$ cat src/rtl/rle_row_decompressor.sv
// rle_row_decompressor: run-length token decoder that assembles ROW_SIZE-bit rows for the DMA stage.
// Optional macro RLE_DECOMP_ERR_EN enables sticky protocol error detection on err.
module rle_row_decompressor #(
  parameter int ROW_SIZE  = 16,
  parameter int CNT_WIDTH = 5
) (
  input  logic                clk,
  input  logic                rst,
  input  logic                in_valid,
  output logic                in_ready,
  input  logic [CNT_WIDTH:0]  in_data,
  input  logic                in_last,
  output logic [ROW_SIZE-1:0] decompressedRow,
  output logic                row_valid,
  input  logic                row_ready,
  output logic                row_last,
  output logic                busy,
  output logic                err
);
  localparam int PW = $clog2(ROW_SIZE + 1);
  localparam int AW = (CNT_WIDTH > PW ? CNT_WIDTH : PW) + 1;
  typedef enum logic {FILL, HOLD} state_t;
  state_t                 state_q, state_d;
  logic [ROW_SIZE-1:0]    row_q, row_d, mask;
  logic [PW-1:0]          pos_q, pos_d;
  logic [CNT_WIDTH-1:0]   run_left_q, run_left_d;
  logic                   run_val_q, run_val_d, have_run_q, have_run_d;
  logic                   last_pend_q, last_pend_d, row_valid_q, row_valid_d, row_last_q, row_last_d;
  logic [AW-1:0]          pos_a, avail, run_a, k, end_a;
  logic                   accept;
  assign in_ready = state_q == FILL && !have_run_q && !rst;
  assign accept   = in_valid && in_ready;
  assign pos_a    = AW'(pos_q);
  assign avail    = AW'(ROW_SIZE) - pos_a;
  assign run_a    = AW'(run_left_q);
  assign k        = run_a < avail ? run_a : avail;
  assign end_a    = pos_a + k;
  // bits [pos, pos+k); a shift by ROW_SIZE yields all zeros, so a full-row write still works
  assign mask     = ({ROW_SIZE{1'b1}} << pos_q) & ~({ROW_SIZE{1'b1}} << end_a);
  assign decompressedRow = row_q;
  assign row_valid       = row_valid_q;
  assign row_last        = row_last_q;
  assign busy            = have_run_q || pos_q != '0 || state_q == HOLD;
  always_comb begin
    state_d     = state_q;
    row_d       = row_q;
    pos_d       = pos_q;
    run_left_d  = run_left_q;
    run_val_d   = run_val_q;
    have_run_d  = have_run_q;
    last_pend_d = last_pend_q;
    row_valid_d = row_valid_q;
    row_last_d  = row_last_q;
    if (state_q == HOLD) begin
      if (row_ready) begin
        state_d     = FILL;
        row_d       = '0;
        pos_d       = '0;
        row_valid_d = 1'b0;
        row_last_d  = 1'b0;
      end
    end else if (have_run_q) begin
      row_d      = run_val_q ? row_q | mask : row_q & ~mask;
      pos_d      = PW'(end_a);
      run_left_d = CNT_WIDTH'(run_a - k);
      have_run_d = run_a != k;
      if (end_a == AW'(ROW_SIZE)) begin
        state_d     = HOLD;
        row_valid_d = 1'b1;
        row_last_d  = last_pend_q && run_a == k;
        last_pend_d = last_pend_q && run_a != k;
      end
    end else if (last_pend_q) begin
      // last_pend is retired here rather than at the handshake so a token accepted now owns it
      last_pend_d = 1'b0;
      if (pos_q != '0) begin
        state_d     = HOLD;
        row_d       = row_q & ~({ROW_SIZE{1'b1}} << pos_q);
        row_valid_d = 1'b1;
        row_last_d  = 1'b1;
      end
    end
    if (accept) begin
      run_val_d   = in_data[CNT_WIDTH];
      run_left_d  = in_data[CNT_WIDTH-1:0];
      have_run_d  = |in_data[CNT_WIDTH-1:0];
      last_pend_d = in_last;
    end
  end
  always_ff @(posedge clk) begin
    if (rst) begin
      state_q     <= FILL;
      row_q       <= '0;
      pos_q       <= '0;
      run_left_q  <= '0;
      run_val_q   <= 1'b0;
      have_run_q  <= 1'b0;
      last_pend_q <= 1'b0;
      row_valid_q <= 1'b0;
      row_last_q  <= 1'b0;
    end else begin
      state_q     <= state_d;
      row_q       <= row_d;
      pos_q       <= pos_d;
      run_left_q  <= run_left_d;
      run_val_q   <= run_val_d;
      have_run_q  <= have_run_d;
      last_pend_q <= last_pend_d;
      row_valid_q <= row_valid_d;
      row_last_q  <= row_last_d;
    end
  end
`ifdef RLE_DECOMP_ERR_EN
  logic err_q, tok_seen_q;
  always_ff @(posedge clk) begin
    if (rst) begin
      err_q      <= 1'b0;
      tok_seen_q <= 1'b0;
    end else begin
      if (accept && (in_data[CNT_WIDTH-1:0] == '0 || (in_last && !busy && !tok_seen_q))) err_q <= 1'b1;
      if (state_q == HOLD && row_ready && row_last_q) tok_seen_q <= 1'b0;
      else if (accept) tok_seen_q <= 1'b1;
    end
  end
  assign err = err_q;
`else
  assign err = 1'b0;
`endif
endmodule

$ cat config.mk
export PLATFORM = sky130hd
export DESIGN_NAME = rle_row_decompressor
export DESIGN_NICKNAME = d
export VERILOG_FILES = /design/src/rtl/rle_row_decompressor.sv
export SDC_FILE = /design/constraint.sdc
export NUM_CORES = 1
export LEC_CHECK = 0
export ABC_CLOCK_PERIOD_IN_PS = 4500
export CAP_MARGIN = 10
export CORE_MARGIN = 1.5
export CORE_UTILIZATION = 55
export CTS_CLUSTER_DIAMETER = 150
export DETAILED_ROUTE_END_ITERATION = 6
export DONT_BUFFER_PORTS = 1
export PLACE_DENSITY = 0.73
export SLEW_MARGIN = 20
export SYNTH_ARGS = -nofsm -noshare
export SYNTH_HDL_FRONTEND = slang
export SYNTH_SLANG_ARGS = --single-unit
export TNS_END_PERCENT = 100
$ cat constraint.sdc
create_clock -name clk -period 4.5 [get_ports clk]
set_clock_uncertainty 0.05 [all_clocks]
set_input_delay 0.225 -clock clk [delete_from_list [all_inputs] [get_ports clk]]
set_output_delay 0.225 -clock clk [all_outputs]
set_load 0.03 [all_outputs]
==> results of run 1 <==
## stage by stage
step                      utilization, %  cells  power [W]  hold slack [ps]  cell area (sq um)
final                               63.5    398    0.00224             9.07               2840
after global routing                63.5    398    0.00240             4.31               2840
after CTS                           63.0    397    0.00217             3.55               2820
after detailed placement            59.9    386    0.00187              250               2680
after global placement              59.9    386    0.00186              248               2680
after floorplan                        -    340    0.00156              274               2620
## where the power goes
part	switching, W	internal, W
registers	0.0000852	0.000323
logic	0.000899	0.000651
clock network	0.000121	0.000164
## cell type report
cell class,count,area [sq um]
clock inverters,2,35.0
clock buffers,6,72.6
fillers,402,1630
flip-flops and latches,32,642
repair buffers,18,143
well taps,52,65.1
inverters,21,78.8
multi-input cells,267,1810
## what timing repair did
item,4_1_cts,5_1_grt
endpoints found under the hold margin,21,0
buffers inserted,0,1
endpoints found under the setup margin,0,11
hold buffers,3,0
resized for setup,0,5
## synth_stat cells, types with 2 or more instances
cell	number	share of area, %
a21oi_1	40	7.7
dfxtp_1	32	25
nor2_1	30	4.3
o21ai_0	29	5.6
nand2_1	26	3.7
inv_1	20	2.9
ha_1	19	9.1
nand2b_1	13	3.1
clkbuf_1	12	1.7
a21o_1	10	2.9
nor3_1	9	1.7
mux2i_1	8	3.1
xnor2_1	5	1.7
a22oi_1	4	1.1
a31oi_1	4	0.96
a211oi_1	3	0.86
nand3_1	3	0.57
nor4_1	3	0.72
o31ai_1	3	0.86
o32ai_1	3	1.0
a211o_1	2	0.67
a221oi_1	2	0.67
a31o_2	2	0.67
a41oi_1	2	0.67
and2_1	2	0.48
buf_2	2	0.38
buf_4	2	0.57
buf_6	2	0.86
fa_1	2	1.5
nand3b_1	2	0.57
nand4_1	2	0.48
o2111a_1	2	0.86
o2111ai_1	2	0.67
o211ai_1	2	0.57
o21a_1	2	0.57
o21bai_1	2	0.57
o22ai_1	2	0.48
or2_2	2	0.48
or4_4	2	0.86
xor2_1	2	0.67
## worst max-delay path by stage
| stage | from | to | slack, ps |
|---|---|---|---|
| floorplan | pos_q[1]$_SDFFE_PP0P_ | decompressedRow[13]$_SDFFE_PP0P_ | 80 |
| global placement | pos_q[0]$_SDFFE_PP0P_ | row_last$_SDFFE_PP0P_ | 320 |
| detailed placement | pos_q[0]$_SDFFE_PP0P_ | row_last$_SDFFE_PP0P_ | 210 |
| CTS | pos_q[0]$_SDFFE_PP0P_ | row_last$_SDFFE_PP0P_ | 170 |
| global route | pos_q[0]$_SDFFE_PP0P_ | row_last$_SDFFE_PP0P_ | -120 |
| finish | pos_q[0]$_SDFFE_PP0P_ | row_last$_SDFFE_PP0P_ | 140 |
## sequential cells by signal, indices dropped and copies added (netlist names)
| register | cells |
|---|---|
| decompressedRow | 16 |
| row_last | 1 |
| row_valid | 1 |
| have_run_q | 1 |
| last_pend_q | 1 |
| run_val_q | 1 |
| pos_q | 5 |
| run_left_q | 5 |
| state_q | 1 |
## kinds of logic after synthesis
family	after synthesis
compound gates	125
xor+xnor	7
fa+ha+maj	21
buf+inv	41
flops	32
mux	9
other cells	1
simple gates	104
## routing by layer
layer | up-vias | routed length, um
met3 | 24 | 620
met1 | 1209 | 3250
met5 | - | 0
met4 | 0 | 162
met2 | 133 | 3210
li1 | 1250 | -
==> reports/summary.txt, run 1 <==
Status -> finished clean
Final ANT Viol Nets -> 0
Crit path max-delay family -> adder cells
Count of final setup violators -> 0
Crit path largest cell delay -> 550 ps
Hpwl dp -> 4.98 mm
Ant diodes -> 0
Met1 Use GR -> 40.6%
Final hold vios -> 0
Final Routed Wirelength -> 7.24 mm
Cell breakdown of the critical path -> inv_1 -> ha_1 -> inv_1 -> nor3_1 -> ha_1 -> ha_1 -> o21ai_0 -> o21bai_1 -> nand2_2 -> nand2_1 -> o21ai_0 -> ha_1 -> fa_2 -> a21o_1 -> a21oi_1 -> xor2_1 -> or4_4 -> a21o_1 -> a221oi_1
Mean Syn Cell Area -> 7.69 sq um
Worst-case clock buffer depth -> 2
Cells after synthesis -> 340
Main combinational cell family by area after synthesis -> compound AO/OA/AOI/OAI gates
Via count -> 2616
Cell mode on critical path -> ha_1
Synth Area in Simple Gates -> 20.7%
Static Leak -> 1.14 nW
Critical Path RT -> 4650 ps
Synth Warn # -> 0
Min cycle time layout -> 4360 ps
Vias per cell -> 6.57
R2R setup slack -> 140 ps
Slowest cell on crit path -> or4_4
Slew margin rel. -> 31.6%
Xor and xnor fraction of the mapped netlist area -> 2.35%
Min-Delay Path Class -> in2reg
Gr usage total -> 29.0%
DR iter-0 viols -> 297
Pre-CTS WS -> 212 ps
Max Fanout on Critical Path -> 6
Grt met3 use -> 6.67%
Setup Total Neg Slack -> 0 ps
Initial Util -> 58.4%
Worst-Margin Slew -> 1020 ps
Pre-antenna DRT Iters -> 5
Core footprint -> 4470 sq um
Post-route DRC -> 0
Met2 GRT Util -> 44.2%
Hold Startpoint -> rst
Most used routing layer -> met2
Hold Path End -> decompressedRow[15]$_SDFFE_PP0P_
Share of post-route cells with drive strength above 1 -> 13.0%
Die area -> 5170 sq um
CTS Root Cell -> clkbuf_8
Worst r2r dst -> row_last$_SDFFE_PP0P_
PwrDens -> 790 nW/um^2
Clk slew on worst S/H paths -> 80 ps
Vias in the first global route -> 2457
Final Wtd Congestion -> 0.908
Die height -> 71.9 um
Yosys cell types -> 64
Critical path depth -> 19
Most frequent cells in the layout -> a21oi_1, dfxtp_1, o21ai_0, nor2_1, nand2_1
Mapped Area -> 2610 sq um
Final worst path period share -> 96.9%
Post-synthesis sequential area ratio -> 24.5%
Max VDD drop -> 0.000497 V
Syn Nets -> 372
Mux contribution to synthesized area -> 3.64%
# clock sinks -> 32
Synth Flop Type -> dfxtp_1
Worst setup SP type -> register
Post-synth ARST share -> 0%
PortBufs -> 0
Nets -> 377
First-pass GRT wire length -> 11.8 mm
RR Startpoint -> pos_q[0]$_SDFFE_PP0P_
Row Count -> 24
CP arrival -> 4510 ps
Routed wire per std cell -> 18.2 um
Compound-Gate Fraction of Synth Area -> 31.0%
Pin count of the biggest net entering global routing -> 24
Final Max Slew Viols -> 0
Syn-to-layout area delta -> 8.71%
Die width -> 71.9 um
Hold depth -> 1
CTS Buf Count -> 5
WP buf/inv -> 2
IO Pins -> 32
Clk_lat worst skew -> 300 ps
Critical path endpoint category -> register
Commonest non-fill, non-tap cell in the layout -> a21oi_1
H-tree levels -> 2
TritonCTS clock tree -> built
EDFF count, synth -> 0
Fmax -> 229 MHz
FF-to-FF path depth -> 19
Seq cells post-synth -> 32
Initial antenna violation count -> 0
Final WS setup -> 139 ps
Max cap viols -> 0
WS Path Type -> reg2reg
GRT overflow -> 0
Synth Area in Adders -> 10.6%
(Power assumes the default switching activity.)
==> run 2: changes to the inputs <==
Settings changed: ABC_AREA set to 1, CTS_BUF_LIST set to sky130_fd_sc_hd__clkbuf_2 sky130_fd_sc_hd__clkbuf_4 sky130_fd_sc_hd__clkbuf_8, SETUP_SLACK_MARGIN set to 0.1.
==> run 2 against run 1 <==
Compared with the run above:
- setup slack improved by 260 ps
- fmax rose by 6.3%
- first-iteration DRC count decreased by 31%
- global-route usage fell by 1.5 points
- count of clock-buffer cells in the layout did not move
- register-to-register slack improved by 260 ps
- critical path type unchanged
==> reports/summary.txt, run 2 <==
Post-route cell area -> 2880 sq um (+1.4%)
# clock sinks -> 32 (unchanged)
Post-CTS setup buffers -> 0 (unchanged)
Post-synth ARST share -> 0% (unchanged)
Initial Util -> 57.4% (-1.0 points)
DR iter-0 viols -> 205 (-31%)
Critical path endpoint category -> register
Pre-CTS WS -> 187 ps (-24.8 ps)
Vias in the first global route -> 2525 (+2.8%)
Vias per cell -> 5.64 (-14%)
CTS Buf Count -> 5 (unchanged)
Max cap viols -> 0 (unchanged)
Register Area -> 642 sq um (unchanged)
Via count -> 2774 (+6.0%)
Final cell count without fillers -> 492 (+24%)
Compound-Gate Fraction of Synth Area -> 19.2% (-12 points)
H-tree levels -> 2 (unchanged)
Synth Flop Type -> dfxtp_1
Max Fanout on Critical Path -> 10 (+4)
RSZ-0062 raised after global routing -> false
DP Cell Count -> 483 (+25%)
Ranking of synthesized cells by area -> dfxtp_1, nand2_1, ha_1
Ant diodes -> 0 (unchanged)
Worst-Margin Slew -> 680 ps (-338 ps)
EDFF count, synth -> 0 (unchanged)
Max FFs per register -> 16 (unchanged)
Synth Area in Adders -> 10.2% (-0.44 points)
Synth Warn # -> 0 (unchanged)
Count of final setup violators -> 0 (unchanged)
Clk slew on worst S/H paths -> 70 ps (about the same)
GRT overflow -> 0 (unchanged)
Fill cells -> 484 (+20%)
Pin count of the biggest net entering global routing -> 22 (-8.3%)
IO Pins -> 32 (unchanged)
Post-synthesis sequential area ratio -> 23.5% (-1.0 points)
Yosys cell types -> 40 (-38%)
Slew margin rel. -> 54.6% (+23 points)
Die area -> 5390 sq um (+4.2%)
Final worst path period share -> 91.2% (-5.8 points)
Gr usage total -> 27.6% (-1.5 points)
Setup Total Neg Slack -> 0 ps (unchanged)
WS Path Type -> reg2reg
Worst r2r dst -> row_last$_SDFFE_PP0P_
Synth Area in Simple Gates -> 34.1% (+13 points)
PortBufs -> 0 (unchanged)
Final Routed Wirelength -> 7.10 mm (-1.9%)
CP arrival -> 4280 ps (-230 ps)
Xor and xnor fraction of the mapped netlist area -> 0.917% (-1.4 points)
Mapped Area -> 2730 sq um (+4.4%)
Most frequent cells after synthesis -> nand2_1, inv_1, nand3_1, a21oi_1, dfxtp_1
Clk_lat worst skew -> 290 ps (about the same)
Pre-antenna DRT Iters -> 6 (+1)
Nets -> 456 (+21%)
Final ANT Viol Nets -> 0 (unchanged)
Worst setup SP type -> register
Count leader, synth -> nand2_1
Cell Area, Placed -> 2740 sq um (+2.4%)
Routed wire per std cell -> 14.4 um (-21%)
Initial antenna violation count -> 0 (unchanged)
Core footprint -> 4750 sq um (+6.3%)
First-pass GRT wire length -> 11.5 mm (-2.7%)
Final WS setup -> 398 ps (+260 ps)
FF-to-FF path depth -> 21 (+2)
Critical Path RT -> 4670 ps (+20 ps)
R2R setup slack -> 400 ps (+260 ps)
Crit. Startpoint -> pos_q[0]$_SDFFE_PP0P_
Mux contribution to synthesized area -> 0% (-3.6 points)
TritonCTS clock tree -> built
Final hold vios -> 0 (unchanged)
Seq cells post-synth -> 32 (unchanged)
Commonest non-fill, non-tap cell in the layout -> nand2_1
Final Max Slew Viols -> 0 (unchanged)
Fmax -> 244 MHz (+6.3%)
Min cycle time layout -> 4100 ps (-260 ps)
Syn Nets -> 461 (+24%)
Multi-input gate area -> 1780 sq um (-1.7%)
Mean Syn Cell Area -> 6.36 sq um (-17%)
Final Wtd Congestion -> 1.04 (+14%)
Hpwl dp -> 5.35 mm (+7.4%)
Synth top area share -> 23.5% (-1.0 points)
RR Startpoint -> pos_q[0]$_SDFFE_PP0P_
Die width -> 73.4 um (+2.1%)
CTS Root Cell -> clkbuf_8
Cells after synthesis -> 429 (+26%)
Min-Delay Path Class -> in2reg
Share of post-route cells with drive strength above 1 -> 9.18% (-3.8 points)
Main combinational cell family by area after synthesis -> simple AND/OR/NAND/NOR gates
Syn-to-layout area delta -> 5.64%
Most frequent cells in the layout -> nand2_1, inv_1, nand3_1, a21oi_1, dfxtp_1
Row Count -> 25 (+4.2%)
Synth area leader -> dfxtp_1
Post-route DRC -> 0 (unchanged)
CP endpoint -> row_last$_SDFFE_PP0P_
Die height -> 73.4 um (+2.1%)
Status -> finished clean
Worst-case clock buffer depth -> 2 (unchanged)
-- run 2: changes by cell type after synthesis, sizes merged, moves of 9 or more --
cell,change
nand2,+77
nand3,+46
nand4,+9
inv,+43
nand2b,-13
-- run 2: per-layer routing --
metal | vias to the layer above | routed length, um | share of wire [%] | GRT usage (%)
met5 | - | 0 | 0 | 0
met1 | 1269 | 3250 | 46 | 35.5
met3 | 15 | 311 | 4.4 | 4.66
li1 | 1406 | - | - | -
met4 | 0 | 108 | 1.5 | 8.02
met2 | 84 | 3430 | 48 | 47.3
-- run 2: logic make-up (layout without fill, tap and decap cells) --
family / after synthesis / count (layout)
flops: 32 / 32
buf+inv: 79 / 75
compound gates: 92 / 92
simple gates: 202 / 202
fa+ha+maj: 21 / 21
xor+xnor: 2 / 2
other cells: 1 / 1
-- run 2: layout make-up --
class,instances,share of cell area (%)
clock buffers,6,2.65
clock inverters,2,1.22
inverters,63,8.21
multi-input cells,318,61.6
flip-flops and latches,32,22.3
well taps,67,2.91
repair buffers,4,1.13
-- run 2: worst min-delay path by stage --
stage	endpoint	startpoint	cells past startpoint
floorplan	run_left_q[2]$_SDFFE_PP0P_	in_data[2]	2
global placement	decompressedRow[14]$_SDFFE_PP0P_	rst	1
detailed placement	decompressedRow[14]$_SDFFE_PP0P_	rst	1
CTS	run_left_q[2]$_SDFFE_PP0P_	in_data[2]	2
global route	run_left_q[2]$_SDFFE_PP0P_	in_data[2]	2
finish	run_left_q[2]$_SDFFE_PP0P_	in_data[2]	2
-- run 2: stage by stage --
stage / hold slack [ps] / utilization, %
finish: 36.9 / 60.6
global route: 62.2 / 60.6
CTS: 37.0 / 60.3
detailed placement: 242 / 57.7
global placement: 243 / 57.7
floorplan: 334 / -
-- run 2: worst max-delay path, stage by stage (launching register included) --
cell and delay (ps):
dfxtp_1 420, inv_1 120, ha_1 220, inv_1 80, nor3_1 50, ha_1 340
ha_1 310, a21oi_1 160, nand2_1 110, nand2_2 160, o21ai_1 140, ha_2 220
fa_1 430, xnor2_2 310, nand4_1 180, nor2_2 200, nand3_1 90, nand2_1 100
nand2_2 80, nand2_1 80, nand2_1 50, a21oi_1 120
-- run 2: repair_timing --
item / in CTS / in global routing
resized for setup: 0 / 8
endpoints found under the hold margin: 14 / 0
setup endpoints to repair: 0 / 19
hold buffers: 1 / 0
Power of run 2 is left out: the tool's default activity adds up to more than one toggle a clock period on the data nets, which glitch-free logic cannot reach.
==> run 3: changes to the inputs <==
Settings changed: ABC_AREA 1 to 0, CORE_UTILIZATION 55 to 60, PLACE_DENSITY 0.73 to 0.79.
==> run 3 against run 2 <==
Compared with the run above:
- global-route usage up 2.2 points
- non-clock buffer count up 21
- cell count down 18%
- critical path depth down 2
- die area down 12%
- via count down 3.7%
- design area up 1.6%
- first-iteration DRC count up 26%
- critical path type unchanged
==> reports/summary.txt, run 3 (synthesized netlist as in run 1, its figures left out) <==
Vias per cell -> 6.63 (+18%)
Hold Slack -> 5.87 ps (-31.0 ps)
IO Pins -> 32 (unchanged)
R2R setup slack -> 230 ps (-170 ps)
Slew margin rel. -> 31.1% (-24 points)
Crit path largest cell delay -> 550 ps (+120 ps)
Hpwl dp -> 5.05 mm (-5.7%)
Multi-input gate area -> 1830 sq um (+3.0%)
Post-layout util -> 71.6% (+11 points)
Initial Util -> 64.0% (+6.6 points)
Die height -> 69 um (-6.0%)
Vias in the first global route -> 2447 (-3.1%)
Syn-to-layout area delta -> 12.0%
Final WS setup -> 228 ps (-170 ps)
Routed wire per std cell -> 18.1 um (+25%)
GRT overflow -> 0 (unchanged)
Final ANT Viol Nets -> 0 (unchanged)
Pin count of the biggest net entering global routing -> 24 (+9.1%)
Initial antenna violation count -> 0 (unchanged)
Crit path max-delay family -> adder cells
PwrDens -> 791 nW/um^2
CTS Buf Count -> 5 (unchanged)
Max cap viols -> 0 (unchanged)
Max FFs per register -> 16 (unchanged)
Via count -> 2670 (-3.7%)
Pre-antenna DRT Iters -> 6 (unchanged)
DR iter-0 viols -> 259 (+26%)
Final worst path period share -> 94.9% (+3.8 points)
First-pass GRT wire length -> 11.6 mm (+1.3%)
Final hold vios -> 0 (unchanged)
RSZ-0062 raised after global routing -> false
Worst setup SP type -> register
Core footprint -> 4090 sq um (-14%)
Pre-CTS WS -> -28.8 ps (-216 ps)
WS Path Type -> reg2reg
Cell mode on critical path -> ha_1
Max VDD drop -> 0.000468 V
Count of final setup violators -> 0 (unchanged)
Post-route DRC -> 0 (unchanged)
Share of post-route cells with drive strength above 1 -> 15.9% (+6.7 points)
Gr usage total -> 29.8% (+2.2 points)
Final Routed Wirelength -> 7.30 mm (+2.7%)
Max Fanout on Critical Path -> 7 (-3)
PortBufs -> 0 (unchanged)
Cell breakdown of the critical path -> inv_1 -> ha_1 -> ha_1 -> inv_1 -> ha_1 -> o21a_1 -> o21ai_1 -> o21bai_1 -> nand2_2 -> nand2_1 -> o21ai_1 -> ha_2 -> fa_2 -> a21o_1 -> a21oi_2 -> xor2_1 -> or4_4 -> a21o_1 -> a221oi_1
Fill cells -> 325 (-33%)
Final Max Slew Viols -> 0 (unchanged)
Die area -> 4760 sq um (-12%)
Critical Path RT -> 4650 ps (-20 ps)
Critical path endpoint category -> register
Final Wtd Congestion -> 0.966 (-7.0%)
Most frequent cells in the layout -> a21oi_1, dfxtp_1, nor2_1, o21ai_0, nand2_1
Slowest cell on crit path -> or4_4
Worst-case clock buffer depth -> 2 (unchanged)
# clock sinks -> 32 (unchanged)
Die width -> 69 um (-6.0%)
Row Count -> 23 (-8.0%)
Register Area -> 648 sq um (+0.97%)
Min-Delay Path Class -> in2reg
Commonest non-fill, non-tap cell in the layout -> a21oi_1
CTS Root Cell -> clkbuf_8
Static Leak -> 1.18 nW
Clk slew on worst S/H paths -> 70 ps (about the same)
Clk_lat worst skew -> 300 ps (about the same)
Fmax -> 234 MHz (-4.0%)
WP buf/inv -> 2 (unchanged)
Min cycle time layout -> 4270 ps (+170 ps)
Worst-Margin Slew -> 1030 ps (+345 ps)
H-tree levels -> 2 (unchanged)
CP arrival -> 4420 ps (+140 ps)
Nets -> 384 (-16%)
Status -> finished clean
TritonCTS clock tree -> built
Ant diodes -> 0 (unchanged)
[run 3: final cells by class]
| cell class | count | area share, % |
|---|---|---|
| clock inverter | 2 | 1.20 |
| multi-input combinational | 267 | 62.5 |
| timing repair buffer | 25 | 6.76 |
| tap | 50 | 2.14 |
| inverter | 21 | 2.69 |
| sequential | 32 | 22.1 |
| clock buffer | 6 | 2.61 |
[run 3: final timing paths]
| check | from | end | cells past startpoint |
|---|---|---|---|
| worst max register to register | pos_q[1]$_SDFFE_PP0P_ | row_last$_SDFFE_PP0P_ | 19 |
| worst min-delay path | in_data[2] | run_left_q[2]$_SDFFE_PP0P_ | 2 |
| worst max-delay path | pos_q[1]$_SDFFE_PP0P_ | row_last$_SDFFE_PP0P_ | 19 |
| worst min register to register | run_left_q[0]$_SDFFE_PP0P_ | run_left_q[0]$_SDFFE_PP0P_ | 2 |
[run 3: timing repair]
action | CTS | global route
hold endpoints to repair | 21 | 1
setup buffers | 1 | 7
hold buffers | 3 | 1
resized for setup | 3 | 11
pin swaps | 1 | 8
endpoints found under the setup margin | 12 | 19
[run 3: routing by layer]
layer	vias to the layer above	wire, um	part of all wire [%]	GRT usage (%)
met1	1239	3070	42	39.9
met5	-	0	0	0
met4	0	233	3.2	8.71
li1	1257	-	-	-
met3	25	681	9.3	8.33
met2	149	3310	45	46.8
[run 3: metrics by stage]
step | power, W | cells | TNS, ps | area, sq um
after floorplan | 0.00157 | 340 | 0 | 2630
after global placement | 0.00185 | 383 | 0 | 2680
after detailed placement | 0.00188 | 383 | -63.1 | 2680
after CTS | 0.00220 | 395 | 0 | 2840
after global routing | 0.00247 | 403 | 0 | 2930
final | 0.00232 | 403 | 0 | 2930
[run 3: power by group]
part / internal, W / leakage [nW] / switching, W
clock network: 0.000170 / 0.0586 / 0.000116
registers: 0.000324 / 0.261 / 0.0000920
logic: 0.000688 / 0.859 / 0.000926
total: 0.00118 / 1.18 / 0.00113
